==> config.mk <==
export PLATFORM = sky130hd
export DESIGN_NAME = mem_port_arbiter_flat
export DESIGN_NICKNAME = d
export VERILOG_FILES = /design/src/rtl/mem_port_arbiter_if.sv /design/src/rtl/mem_port_arbiter.sv /design/src/flat_wrapper.sv
export SDC_FILE = /design/constraint.sdc
export NUM_CORES = 1
export LEC_CHECK = 0
export CAP_MARGIN = 20
export CORE_MARGIN = 5
export CORE_UTILIZATION = 44
export CTS_BUF_LIST = sky130_fd_sc_hd__clkbuf_8 sky130_fd_sc_hd__clkbuf_16
export DETAILED_ROUTE_END_ITERATION = 7
export HOLD_SLACK_MARGIN = 0.03
export PLACE_DENSITY = 0.87
export SLEW_MARGIN = 40
export SYNTH_ARGS = -nofsm -noshare
export SYNTH_HDL_FRONTEND = slang
export SYNTH_SLANG_ARGS = --single-unit
export TNS_END_PERCENT = 5
==> constraint.sdc <==
create_clock -name clk -period 3.95 [get_ports clk]
set_clock_uncertainty 0.05 [all_clocks]
set_input_delay 0.9875 -clock clk [delete_from_list [all_inputs] [get_ports clk]]
set_output_delay 0.9875 -clock clk [all_outputs]
set_load 0.1 [all_outputs]
==> src/rtl/mem_port_arbiter_if.sv <==
`default_nettype none
// ============================================================================
//  Module   : mem_port_arbiter_if
//  Brief    : Bundles the CPU and I/O request ports, the shared single-port
//             memory drive and the busy flag of mem_port_arbiter.
//  Revision : 1.0 - initial release
// ============================================================================
interface mem_port_arbiter_if #(
    parameter int DATA_W = 16,
    parameter int ADDR_W = 16
);
    // CPU requester
    logic              cpu_req;
    logic              cpu_we;
    logic [ADDR_W-1:0] cpu_addr;
    logic [DATA_W-1:0] cpu_wdata;
    logic              cpu_ack;
    logic [DATA_W-1:0] cpu_rdata;

    // I/O requester
    logic              io_req;
    logic              io_we;
    logic [ADDR_W-1:0] io_addr;
    logic [DATA_W-1:0] io_wdata;
    logic              io_ack;
    logic [DATA_W-1:0] io_rdata;

    // Shared memory port
    logic [ADDR_W-1:0] mem_addr;
    logic [DATA_W-1:0] mem_wdata;
    logic              mem_we;
    logic [DATA_W-1:0] mem_rdata;

    logic              busy;

    // Arbiter side
    modport slave (
        input  cpu_req, cpu_we, cpu_addr, cpu_wdata,
        output cpu_ack, cpu_rdata,
        input  io_req, io_we, io_addr, io_wdata,
        output io_ack, io_rdata,
        output mem_addr, mem_wdata, mem_we,
        input  mem_rdata,
        output busy
    );

    // Requesters and memory side
    modport master (
        output cpu_req, cpu_we, cpu_addr, cpu_wdata,
        input  cpu_ack, cpu_rdata,
        output io_req, io_we, io_addr, io_wdata,
        input  io_ack, io_rdata,
        input  mem_addr, mem_wdata, mem_we,
        output mem_rdata,
        input  busy
    );
endinterface
`default_nettype wire

==> src/rtl/mem_port_arbiter.sv <==
`default_nettype none
// ============================================================================
//  Module   : mem_port_arbiter
//  Brief    : Round-robin arbiter sharing one single-port memory between a
//             CPU and an I/O requester with a fixed three-cycle transaction.
//  Revision : 1.0 - initial release
// ============================================================================
module mem_port_arbiter #(
    parameter int DATA_W = 16,
    parameter int ADDR_W = 16
) (
    input  wire logic         clk,
    input  wire logic         reset,
    mem_port_arbiter_if.slave bus
);

    typedef enum logic [1:0] {
        ST_IDLE     = 2'd0,
        ST_ACCESS   = 2'd1,
        ST_COMPLETE = 2'd2
    } state_t;

    state_t            r_state;
    logic              r_last_io;
    logic              r_win_io;
    logic              r_we;
    logic [ADDR_W-1:0] r_mem_addr;
    logic [DATA_W-1:0] r_mem_wdata;
    logic              r_mem_we;
    logic              r_cpu_ack;
    logic              r_io_ack;
    logic [DATA_W-1:0] r_cpu_rdata;
    logic [DATA_W-1:0] r_io_rdata;
    logic              r_busy;

    logic              w_any_req;
    logic              w_grant_io;
    logic              w_grant_we;
    logic [ADDR_W-1:0] w_grant_addr;
    logic [DATA_W-1:0] w_grant_wdata;

    // I/O wins when it is alone, or when both request and the CPU was last served.
    always_comb begin
        w_any_req     = bus.cpu_req | bus.io_req;
        w_grant_io    = bus.io_req & (~bus.cpu_req | ~r_last_io);
        w_grant_we    = w_grant_io ? bus.io_we    : bus.cpu_we;
        w_grant_addr  = w_grant_io ? bus.io_addr  : bus.cpu_addr;
        w_grant_wdata = w_grant_io ? bus.io_wdata : bus.cpu_wdata;
    end

    always_ff @(posedge clk) begin
        if (!reset) begin
            r_state     <= ST_IDLE;
            r_last_io   <= 1'b1;
            r_win_io    <= 1'b0;
            r_we        <= 1'b0;
            r_mem_addr  <= '0;
            r_mem_wdata <= '0;
            r_mem_we    <= 1'b0;
            r_cpu_ack   <= 1'b0;
            r_io_ack    <= 1'b0;
            r_cpu_rdata <= '0;
            r_io_rdata  <= '0;
            r_busy      <= 1'b0;
        end else begin
            case (r_state)
                ST_IDLE: begin
                    r_mem_we  <= 1'b0;
                    r_cpu_ack <= 1'b0;
                    r_io_ack  <= 1'b0;
                    if (w_any_req) begin
                        r_win_io    <= w_grant_io;
                        r_last_io   <= w_grant_io;
                        r_we        <= w_grant_we;
                        r_mem_addr  <= w_grant_addr;
                        r_mem_wdata <= w_grant_wdata;
                        r_mem_we    <= w_grant_we;
                        r_busy      <= 1'b1;
                        r_state     <= ST_ACCESS;
                    end
                end
                ST_ACCESS: begin
                    r_mem_we  <= 1'b0;
                    r_cpu_ack <= ~r_win_io;
                    r_io_ack  <= r_win_io;
                    r_state   <= ST_COMPLETE;
                end
                ST_COMPLETE: begin
                    r_cpu_ack <= 1'b0;
                    r_io_ack  <= 1'b0;
                    r_busy    <= 1'b0;
                    // Memory data for the address driven in ACCESS is valid now.
                    if (!r_we) begin
                        if (r_win_io) begin
                            r_io_rdata <= bus.mem_rdata;
                        end else begin
                            r_cpu_rdata <= bus.mem_rdata;
                        end
                    end
                    r_state <= ST_IDLE;
                end
                default: begin
                    r_mem_we  <= 1'b0;
                    r_cpu_ack <= 1'b0;
                    r_io_ack  <= 1'b0;
                    r_busy    <= 1'b0;
                    r_state   <= ST_IDLE;
                end
            endcase
        end
    end

    assign bus.mem_addr  = r_mem_addr;
    assign bus.mem_wdata = r_mem_wdata;
    assign bus.mem_we    = r_mem_we;
    assign bus.cpu_ack   = r_cpu_ack;
    assign bus.io_ack    = r_io_ack;
    assign bus.cpu_rdata = r_cpu_rdata;
    assign bus.io_rdata  = r_io_rdata;
    assign bus.busy      = r_busy;

endmodule
`default_nettype wire

==> src/flat_wrapper.sv <==
// flat-port wrapper written by rule: the top's interface ports become plain ports
module mem_port_arbiter_flat 
#(
    parameter int DATA_W = 16,
    parameter int ADDR_W = 16
)
  (clk, reset, bus_cpu_req, bus_cpu_we, bus_cpu_addr, bus_cpu_wdata, bus_cpu_ack, bus_cpu_rdata, bus_io_req, bus_io_we, bus_io_addr, bus_io_wdata, bus_io_ack, bus_io_rdata, bus_mem_addr, bus_mem_wdata, bus_mem_we, bus_mem_rdata, bus_busy);
  mem_port_arbiter_if #(.DATA_W(DATA_W), .ADDR_W(ADDR_W)) bus_i ();
  input  wire logic clk;
  input  wire logic reset;
  input wire logic [$bits(bus_i.cpu_req)-1:0] bus_cpu_req;
  input wire logic [$bits(bus_i.cpu_we)-1:0] bus_cpu_we;
  input wire logic [$bits(bus_i.cpu_addr)-1:0] bus_cpu_addr;
  input wire logic [$bits(bus_i.cpu_wdata)-1:0] bus_cpu_wdata;
  output wire logic [$bits(bus_i.cpu_ack)-1:0] bus_cpu_ack;
  output wire logic [$bits(bus_i.cpu_rdata)-1:0] bus_cpu_rdata;
  input wire logic [$bits(bus_i.io_req)-1:0] bus_io_req;
  input wire logic [$bits(bus_i.io_we)-1:0] bus_io_we;
  input wire logic [$bits(bus_i.io_addr)-1:0] bus_io_addr;
  input wire logic [$bits(bus_i.io_wdata)-1:0] bus_io_wdata;
  output wire logic [$bits(bus_i.io_ack)-1:0] bus_io_ack;
  output wire logic [$bits(bus_i.io_rdata)-1:0] bus_io_rdata;
  output wire logic [$bits(bus_i.mem_addr)-1:0] bus_mem_addr;
  output wire logic [$bits(bus_i.mem_wdata)-1:0] bus_mem_wdata;
  output wire logic [$bits(bus_i.mem_we)-1:0] bus_mem_we;
  input wire logic [$bits(bus_i.mem_rdata)-1:0] bus_mem_rdata;
  output wire logic [$bits(bus_i.busy)-1:0] bus_busy;
  assign bus_i.cpu_req = bus_cpu_req;
  assign bus_i.cpu_we = bus_cpu_we;
  assign bus_i.cpu_addr = bus_cpu_addr;
  assign bus_i.cpu_wdata = bus_cpu_wdata;
  assign bus_cpu_ack = bus_i.cpu_ack;
  assign bus_cpu_rdata = bus_i.cpu_rdata;
  assign bus_i.io_req = bus_io_req;
  assign bus_i.io_we = bus_io_we;
  assign bus_i.io_addr = bus_io_addr;
  assign bus_i.io_wdata = bus_io_wdata;
  assign bus_io_ack = bus_i.io_ack;
  assign bus_io_rdata = bus_i.io_rdata;
  assign bus_mem_addr = bus_i.mem_addr;
  assign bus_mem_wdata = bus_i.mem_wdata;
  assign bus_mem_we = bus_i.mem_we;
  assign bus_i.mem_rdata = bus_mem_rdata;
  assign bus_busy = bus_i.busy;
  mem_port_arbiter #(.DATA_W(DATA_W), .ADDR_W(ADDR_W)) u_core (.clk(clk), .reset(reset), .bus(bus_i));
endmodule
After elaboration in Yosys (flattened, before gate mapping). Index checks and enable logic that the tools add are counted.

Eq/ne operators: 3. Mux-type cells: 9. Bitwise gates (word level): 8. Reduce and logical (&&, ||, !) cells: 6.

Operator list (number): 16-bit two-way mux (2); 2-bit AND reduction (3); 3-bit AND reduction (2); 1-bit NOT (5); 1-bit case mux with 2 select lines (2); 2-bit case mux with 2 select lines (1); 1-bit two-way mux (3); 2-bit by 1-bit == test with 1-bit output, second input constant (1); 2-bit == test, second input constant (1); 2-bit logical NOT (1); 2-bit two-way mux (1); 2-bit by 1-bit inequality test with 1-bit output, second input constant (1); 1-bit bitwise OR (2); 1-bit bitwise AND (1).

Register bits after elaboration: 73. Input bits: 86. Output and inout port bits: 68. Logic and storage cells: 38.

Logic depth before layout (Yosys ltp). Gate-level depths: netlist of the first run.

Depth after elaboration: 6. Gate-level depth with buffers: 6. Depth with buffers taken out: 3.

Worst setup path after synthesis of the first run. No wires, ideal clock.

Path type: input to register. From: in bus_cpu_req. To: reg u_core.r_mem_addr[10] (netlist: u_core.bus.mem_addr[10]). Arrival: 1.928 ns. Required time: 3.811 ns. Path slack: 1.883 ns. Cell stages on the path: 6. Path through: or2_1 -> buf_6 -> and2_1 -> buf_6 -> buf_6 -> a311oi_2.

Longest elaborated chain between the ends: 4. Elaborated cells on any way between the ends: 6. Those cells by class: mux: 1; bitwise: 4; reduce/logical: 1.

Ends and longest elaborated chain: from (decl) (RTL line flat_wrapper.sv:11) `input wire logic [$bits(bus_i.cpu_req)-1:0] bus_cpu_req;`; 1-bit NOT (RTL line mem_port_arbiter.sv:45) `w_grant_io = bus.io_req & (~bus.cpu_req | ~r_last_io);`; 1-bit bitwise OR (RTL line mem_port_arbiter.sv:45); 1-bit bitwise AND (RTL line mem_port_arbiter.sv:45); 16-bit two-way mux (RTL line mem_port_arbiter.sv:47) `w_grant_addr = w_grant_io ? bus.io_addr : bus.cpu_addr;`; to (signal assigned) (RTL line mem_port_arbiter.sv:75) `r_mem_addr <= w_grant_addr;`; to (decl) (RTL line mem_port_arbiter.sv:27) `logic [ADDR_W-1:0] r_mem_addr;`.

Several ways; a longest one is shown, not always the timed one. A chain may end at the register's enable or synchronous reset.

Final worst setup path of the first run.
From: in bus_io_req. To: reg u_core.r_mem_wdata[15] (netlist: u_core.bus.mem_wdata[15]).

Longest elaborated chain between the ends: 2. Elaborated cells on any way between the ends: 4. Those cells by class: mux: 1; bitwise: 2; reduce/logical: 1.

Ends and longest elaborated chain: from (decl) (RTL line flat_wrapper.sv:17) `input wire logic [$bits(bus_i.io_req)-1:0] bus_io_req;`; 1-bit bitwise AND / 1-bit bitwise OR (equally long branches) (RTL line mem_port_arbiter.sv:45, mem_port_arbiter.sv:44); 16-bit two-way mux / 2-bit AND reduction (equally long branches); to (signal assigned) (RTL line mem_port_arbiter.sv:76) `r_mem_wdata <= w_grant_wdata;`; to (decl) (RTL line mem_port_arbiter.sv:28) `logic [DATA_W-1:0] r_mem_wdata;`.

Several ways; a longest one is shown, not always the timed one.

==> results of run 1 <==
state kept, by name, summed over array words and instances, names as in the netlist, 2 cells and up:
register	flops
u_core.r_state	2
u_core.bus.cpu_rdata	16
u_core.bus.mem_addr	16
u_core.bus.mem_wdata	16
u_core.bus.io_rdata	16
tightest hold or removal path: stages (launching register included):
cell and delay [ns]:
dfxtp_1 0.31, nand3_1 0.05, o21ai_1 0.05
cells by family (layout without fill, tap and decap cells):
kind of cell,Yosys count,count (layout),synth area share [%]
buffers and inverters,37,177,6.38
AND/OR/NAND/NOR,144,144,19.3
flip-flops,73,73,46.0
AO/OA/AOI/OAI,106,106,28.3
power by group:
part / switching [W] / leakage, nW / internal (W) / total (W)
sequential: 0.0000303 / 0.599 / 0.000788 / 0.000819
combinational: 0.000516 / 1.16 / 0.000181 / 0.000697
clock: 0.000268 / 0.102 / 0.000298 / 0.000566
total: 0.000814 / 1.86 / 0.00127 / 0.00208
through the flow:
| stage | setup slack, ns | instances | utilization (%) | power, W |
|---|---|---|---|---|
| global route | 1.42 | 599 | 63.6 | 0.00217 |
| finish | 1.53 | 599 | 63.6 | 0.00208 |
| floorplan | 1.88 | 360 | - | 0.00137 |
| detailed placement | 1.20 | 583 | 60.8 | 0.00153 |
| global placement | 1.25 | 583 | 65.6 | 0.00157 |
| CTS | 1.56 | 599 | 63.6 | 0.00209 |
cell type report:
cell class	instances	area [um^2]
fill	659	2600
timing repair buffer	159	1230
multi-input combinational	250	1510
inverter	2	8.76
sequential	73	1460
clock inverter	3	21.3
clock buffer	13	179
tap	99	124
cells in the final DEF, fill, tap and decap left out, drive strengths merged, types with 2 or more instances in the layout:
master	n
a21bo	2
a21boi	2
a21oi	35
a311oi	33
and2	2
buf	75
clkbuf	13
clkdlybuf4s50	84
clkinv	2
dfxtp	73
inv	2
nand2	100
nand3	33
nor2	3
o21ai	32
metal layers:
metal | track usage (%) | share of wire, % | wire length (um) | vias up
li1 | - | - | - | 1540
met1 | 23.5 | 42 | 3740 | 1424
met2 | 31.1 | 48 | 4230 | 119
met3 | 6.53 | 8.7 | 777 | 12
met4 | 7.09 | 1.6 | 139 | 0
met5 | 0 | 0 | 0 | -
worst paths after layout:
path	from	to	slack (ns)
worst max-delay path	bus_io_req	u_core.bus.mem_wdata[15]$_SDFFE_PN0P_	1.53
worst min-delay path	u_core.bus.cpu_rdata[9]$_SDFFE_PN0P_	u_core.bus.cpu_rdata[9]$_SDFFE_PN0P_	0.40
worst max register to register	u_core.r_state[1]$_SDFFE_PN0P_	u_core.bus.mem_wdata[15]$_SDFFE_PN0P_	1.93
worst min register to register	u_core.bus.cpu_rdata[9]$_SDFFE_PN0P_	u_core.bus.cpu_rdata[9]$_SDFFE_PN0P_	0.40
==> metrics, run 1 <==
Initial Utilization between 40 and 50%; Die X between 90 and 100 um; Pwr Density ~460 nW/um^2; Worst path slowest cell clkdlybuf4s50_1; setup TNS 0 ns; full die area between 9000 and 10000 um^2; Required @ worst endpoint 4.13 ns; Max Buffers Root-to-Sink 2; CP bufs+invs 2; min Tclk post-route between 2 and 2.5 ns; Static Leak roughly 1.9 nW; status completed; Top FF cell, synth dfxtp_1; first-pass iteration count of the detailed router 6; ys async rst share 0%; FMAX 413 MHz; Setup crit end kind flop; largest net degree at the start of global routing 67; worst-path fanout max 27; Yosys top cell area share a little under half; Final period util about three fifths; crit-path cells clkdlybuf4s50_1 -> a21boi_2 -> buf_4 -> nand2_1 -> a311oi_1; Setup Crit Path Kind in2reg; Root Driver clkbuf_8; RSZ-0062 raised after global routing no; Placed Area approximately 4300 um^2; share of cells above drive strength 1 27.6%; Synth Register Bits 73; CP max stage delay approximately 0.48 ns; first-pass GRT wire length around 13000 um; R2R depth 5; standard-cell rows 31; initial antenna violation count 0; MaxCap Viol Count 0; Final HPWL DP between 6000 and 7000 um; final hold vios 0; DRT iter0 DRCs between 100 and 150; final-report max-slew violation count 0; chip height 95.0 um; number of flops mapped to enable cells by yosys 0; Core Area roughly 7100 um^2; postcts setup bufs 0; Synth top cells by count nand2_1 (100), dfxtp_1 (73), a21oi_1 (35); synthesized cell area ~3200 um^2; arrival time worst endpoint 2.60 ns; delay-heaviest family, CP buffers and inverters; Routed WL per cell around 15 um; Synth Instances between 300 and 400; most common cell in the netlist nand2_1; area leader, netlist dfxtp_1; cts hold-fix bufs 0; dominant cells by area after synthesis dfxtp_1 (46%), a311oi_2 (14%), nand2_1 (12%); wirelength, routed about 9000 um; Avg Cell Area, Syn 8.82 um^2; Max VDD drop 0.255 mV; CTS clk-pin slew, worst paths around 0.080 ns; Syn Nets 446; worst slew pin tran about 0.76 ns; Startpoint Class primary input; synth unique cells 29; clock latency on the worst-skew pair 0.34 ns; drt via density roughly 5.2; Stages on worst setup path 5; antenna cells 0; Final Instance Area ~4500 um^2; total CTS buffers 9; residual DRC count 0; CTS H-tree depth 3; final setup violation count 0; Synth-to-Final Area Change 42.9%; CTS Sinks between 70 and 80; antenna-violating nets left 0; YS warnings 0; global route overflow 0; hold crit path type reg2reg; CTS resizes 0; IO buf count 153; vias in the first global route approximately 3000; CTS tree yes; via count slightly above 3000; hold_ws between 0.4 and 0.5 ns; Overall Global Routing Usage 19.1%; post-synthesis sequential area ratio between 40% and 50%; # IOs approximately 150; Hold Path Cell Cnt 2; NumNets Final between 500 and 600; GP Congestion between 0.7 and 0.8; max-slew headroom at the worst pin 49.5%
Power figures use the tool's default switching activity.
==> run 2: changes to the inputs <==
CORE_UTILIZATION = 41   (was 44)
PLACE_DENSITY = 0.82   (was 0.87)
clock period = 2.45 ns   (was 3.95 ns; I/O delays follow)
==> run 2 against run 1 <==
Net effect:
- count of clock-buffer cells in the layout fell by 4
- cell area up 5.0%
- total power rose by 68%
- critical path type unchanged
- critical endpoint is now u_core.bus.mem_we$_SDFFE_PN0P_
- largest cell class unchanged
==> metrics, run 2 (same netlist as run 1, synthesis figures left out) <==
min Tclk post-route 1.90 ns; global route overflow 0; clock latency on the worst-skew pair 0.33 ns; Overall Global Routing Usage about 19%; NumNets Final 583; CTS tree yes; CTS clk-pin slew, worst paths around 0.08 ns; Final HPWL DP 6670 um; wirelength, routed about 9100 um; Max VDD drop ~0.40 mV; Startpoint Class primary input; Final period util between 70 and 80%; chip height roughly 100 um; GP Congestion approximately 0.77; IO buf count around 150; hold_ws slightly above 0.4 ns; MaxCap Viol Count 0; Required @ worst endpoint ~2.6 ns; Worst path slowest cell clkdlybuf4s50_1; drt via density about 5; Die X slightly below 100 um; Synth-to-Final Area Change 50.0%; CTS resizes 0; RSZ-0062 raised after global routing no; arrival time worst endpoint between 2 and 2.5 ns; crit-path cells clkdlybuf4s50_1 -> or2_1 -> buf_4 -> nand2_1 -> a221oi_1; total CTS buffers 9; postcts setup bufs 0; Root Driver clkbuf_8; Pwr Density roughly 730 nW/um^2; delay-heaviest family, CP buffers and inverters; cts hold-fix bufs 0; first-pass GRT wire length ~15000 um; dpl cells just under 600; Max Buffers Root-to-Sink 2; antenna-violating nets left 0; Routed WL per cell 15.1 um; full die area approximately 9600 um^2; # IOs approximately 150; CTS H-tree depth 3; final hold vios 0; first-pass iteration count of the detailed router 4; worst-path fanout max 36; fill count ~660; standard-cell rows 32; DRT iter0 DRCs 105; hold crit path type reg2reg; final setup violation count 0; largest net degree at the start of global routing 67; CP max stage delay between 0.5 and 0.6 ns; share of cells above drive strength 1 a little over a quarter; most common cell after layout, fill and taps aside nand2_1; setup TNS 0 ns; CP bufs+invs 2; final-report max-slew violation count 0; most frequent cells in the layout nand2_1 (100), clkdlybuf4s50_1 (84), buf_4 (74); antenna cells 0; Static Leak about 1.9 nW; vias in the first global route about 3000; utilization after layout a little over 60%; max-slew headroom at the worst pin about three fifths; status completed; residual DRC count 0; Setup Crit Path Kind in2reg; Setup crit end kind flop; fin cells 604; Initial Utilization roughly 42%; worst slew pin tran 0.575 ns; FMAX 525 MHz; initial antenna violation count 0; Core Area between 7000 and 8000 um^2; via count 3112; CTS Sinks 73
==> run 2: stage by stage <==
| stage | area [um^2] | worst slack [ns] | power [W] |
|---|---|---|---|
| after floorplan | 3180 | 0.758 | 0.00220 |
| after global placement | 4550 | -0.0231 | 0.00251 |
| after detailed placement | 4550 | 0.175 | 0.00253 |
| after CTS | 4760 | 0.554 | 0.00353 |
| after global routing | 4760 | 0.429 | 0.00364 |
| final | 4760 | 0.546 | 0.00350 |
==> run 2: power by group <==
part / total (W) / internal [W] / switching (W)
clock: 0.00100 / 0.000564 / 0.000439
combinational: 0.00117 / 0.000341 / 0.000831
sequential: 0.00132 / 0.00127 / 0.0000505
==> run 2: worst paths after layout <==
check | startpoint | end | slack [ns] | cells past startpoint
worst max-delay path | bus_cpu_req | u_core.bus.mem_we$_SDFFE_PN0P_ | 0.55 | 5
worst min-delay path | u_core.bus.cpu_rdata[8]$_SDFFE_PN0P_ | u_core.bus.cpu_rdata[8]$_SDFFE_PN0P_ | 0.41 | 2
worst max register to register | u_core.r_state[1]$_SDFFE_PN0P_ | u_core.bus.cpu_rdata[13]$_SDFFE_PN0P_ | 0.92 | 4
worst min register to register | u_core.bus.cpu_rdata[8]$_SDFFE_PN0P_ | u_core.bus.cpu_rdata[8]$_SDFFE_PN0P_ | 0.41 | 2
==> run 2: worst min-delay path: cells and delay by family (launching register included) <==
| kind | cells | cell delay [ns] |
|---|---|---|
| flops | 1 | 0.31 |
| simple gates | 1 | 0.06 |
| compound gates | 1 | 0.05 |
==> run 2: layout make-up <==
type	instances	area (um^2)	area share, %
Sequential cell	73	1460	30.7
Multi-Input combinational cell	250	1520	31.8
Inverter	2	7.51	0.158
Tap cell	102	128	2.68
Clock inverter	7	87.6	1.84
Clock buffer	9	124	2.60
Timing Repair Buffer	161	1440	30.3
==> run 2: layer usage <==
| metal | track usage [%] | vias up | wire [um] |
|---|---|---|---|
| met2 | 30.1 | 120 | 4330 |
| met1 | 22.0 | 1423 | 3760 |
| li1 | - | 1551 | - |
| met3 | 6.86 | 18 | 770 |
| met4 | 7.77 | 0 | 222 |
| met5 | 0 | - | 0 |
==> run 3: changes to the inputs <==
CORE_UTILIZATION = 37   (was 41)
PLACE_DENSITY = 0.78   (was 0.82)
clock period = 1.55 ns   (was 2.45 ns; I/O delays follow)
==> run 3 against run 2 <==
Net effect:
- the run now ends with setup timing left
- via count increased by 3.8%
- cell area increased by 23%
- first-iteration DRC count decreased by 3.8%
- clock power increased by 64%
- combinational power increased by 94%
- hold slack got worse by 0.14 ns
- sequential power increased by 63%
- sequential cell count unchanged
- highest routed layer unchanged
==> metrics, run 3 (same netlist as run 1, synthesis figures left out) <==
Max Buffers Root-to-Sink 2; initial antenna violation count 0; Setup Crit Path Kind in2reg; cts hold-fix bufs 0; IO buf count between 150 and 200; wirelength, routed between 9000 and 10000 um; postcts setup bufs 0; CTS tree yes; antenna cells 0; first-pass GRT wire length about 16000 um; Die X ~100 um; Max VDD drop 0.559 mV; RSZ-0062 raised after global routing yes; crit-path cells clkdlybuf4s50_1 -> buf_4 -> a21boi_4 -> buf_12 -> nand2_1 -> a311oi_2; arrival time worst endpoint around 1.8 ns; CTS H-tree depth 3; residual DRC count 0; worst slew pin tran 0.259 ns; fill count approximately 580; most common cell after layout, fill and taps aside nand2_1; DRT iter0 DRCs 101; launch point of the worst path bus_cpu_req; setup TNS -0.0176 ns; GP Congestion approximately 0.81; # IOs ~150; Multi-input gate area around 1500 um^2; Required @ worst endpoint 1.74 ns; most frequent cells in the layout nand2_1 (100), clkdlybuf4s50_1 (84), buf_12 (77); Startpoint Class primary input; Routed WL per cell 16.1 um; CP max stage delay 0.41 ns; final-report max-slew violation count 0; dpl cells 602; hold crit path type in2reg; Initial Utilization 38.3%; NumNets Final slightly below 600; Setup crit end kind flop; full die area 10500 um^2; via count approximately 3200; CTS Sinks 73; Core Area 8300 um^2; final setup violation count 1; status complete, but fails checks; Final period util 101%; Root Driver clkbuf_8; Worst path slowest cell clkdlybuf4s50_1; CTS clk-pin slew, worst paths 0.08 ns; RR Startpoint u_core.r_state[1]$_SDFFE_PN0P_; Static Leak approximately 2.2 nW; Pwr Density a little over 1000 nW/um^2; Overall Global Routing Usage between 10% and 20%; final worst setup slack -0.0176 ns; register area approximately 1500 um^2; standard-cell rows 33; drt via density ~5.2; worst-path fanout max 16; global route overflow 0; Final HPWL DP 7450 um; fin cells a little over 600; hold path start reset; vias in the first global route between 3000 and 4000; total CTS buffers 9; largest net degree at the start of global routing 65; min Tclk post-route approximately 1.6 ns; FMAX about 640 MHz; first-pass iteration count of the detailed router 4; final hold vios 0; MaxCap Viol Count 0; clock latency on the worst-skew pair roughly 0.34 ns; Synth-to-Final Area Change 84.0%; chip height 103 um; max-slew headroom at the worst pin 82.7%; failing checks setup timing; share of cells above drive strength 1 between 20% and 30%; antenna-violating nets left 0
run 3: cell types whose count changed in the layout (fill, tap and decap cells not counted), moves of 2 or more:
cell / before / now
a311oi_2: 29 / 31
a311oi_1: 4 / 2
buf_4: 74 / 9
clkinv_4: 0 / 2
buf_12: 2 / 77
run 3: routing by layer:
layer / wire [um] / track usage (%) / up-vias
met3: 1200 / 8.53 / 16
met4: 170 / 6.05 / 0
met1: 3970 / 21.8 / 1493
met5: 0 / 0 / -
met2: 4650 / 30.8 / 151
li1: - / - / 1570
run 3: what timing repair did:
action,in CTS,in global routing
setup endpoints to repair,3,27
cloned,0,1
gates resized for setup,1,3
pin swaps,0,8
run 3: path summary, 6_finish.rpt:
path | endpoint | slack (ns) | cells after the start
worst max-delay path | u_core.bus.mem_addr[14]$_SDFFE_PN0P_ | -0.02 | 6
worst max register to register | u_core.bus.mem_addr[14]$_SDFFE_PN0P_ | 0.07 | 5
worst min register to register | u_core.bus.io_rdata[3]$_SDFFE_PN0P_ | 0.45 | 2
worst min-delay path | u_core.r_last_io$_SDFFE_PN1P_ | 0.27 | 2
run 3: cell type report:
class,count,area share (%)
Timing Repair Buffer,173,42.6
Sequential cell,73,25.0
Clock inverter,7,1.65
Multi-Input combinational cell,250,26.2
Inverter,2,0.128
Tap cell,105,2.25
Clock buffer,9,2.12
run 3: critical path, delay by kind of cell:
family          cells  cell delay [ns]
buf+inv             3             0.74
compound gates      2             0.52
simple gates        1             0.10
run 3: where the power goes:
group          internal [W]  total (W)  switching [W]  leakage [nW]
registers           0.00201    0.00215       0.000143         0.599
clock network      0.000906    0.00164       0.000731         0.107
logic              0.000911    0.00227        0.00136          1.51
total               0.00383    0.00606        0.00224          2.21
run 3: stage by stage:
| step | hold slack (ns) | util [%] | area, um^2 | total power, W | worst slack, ns |
|---|---|---|---|---|---|
| 2_1_floorplan | 0.378 | - | 3180 | 0.00348 | 0.0830 |
| 3_3_place_gp | 0.430 | 67.2 | 5580 | 0.00441 | -0.272 |
| 3_5_place_dp | 0.438 | 67.2 | 5580 | 0.00445 | -0.381 |
| 4_1_cts | 0.258 | 70.0 | 5810 | 0.00608 | 0.0263 |
| 5_1_grt | 0.264 | 70.5 | 5850 | 0.00629 | -0.0732 |
| 6_report | 0.269 | 70.5 | 5850 | 0.00606 | -0.0176 |
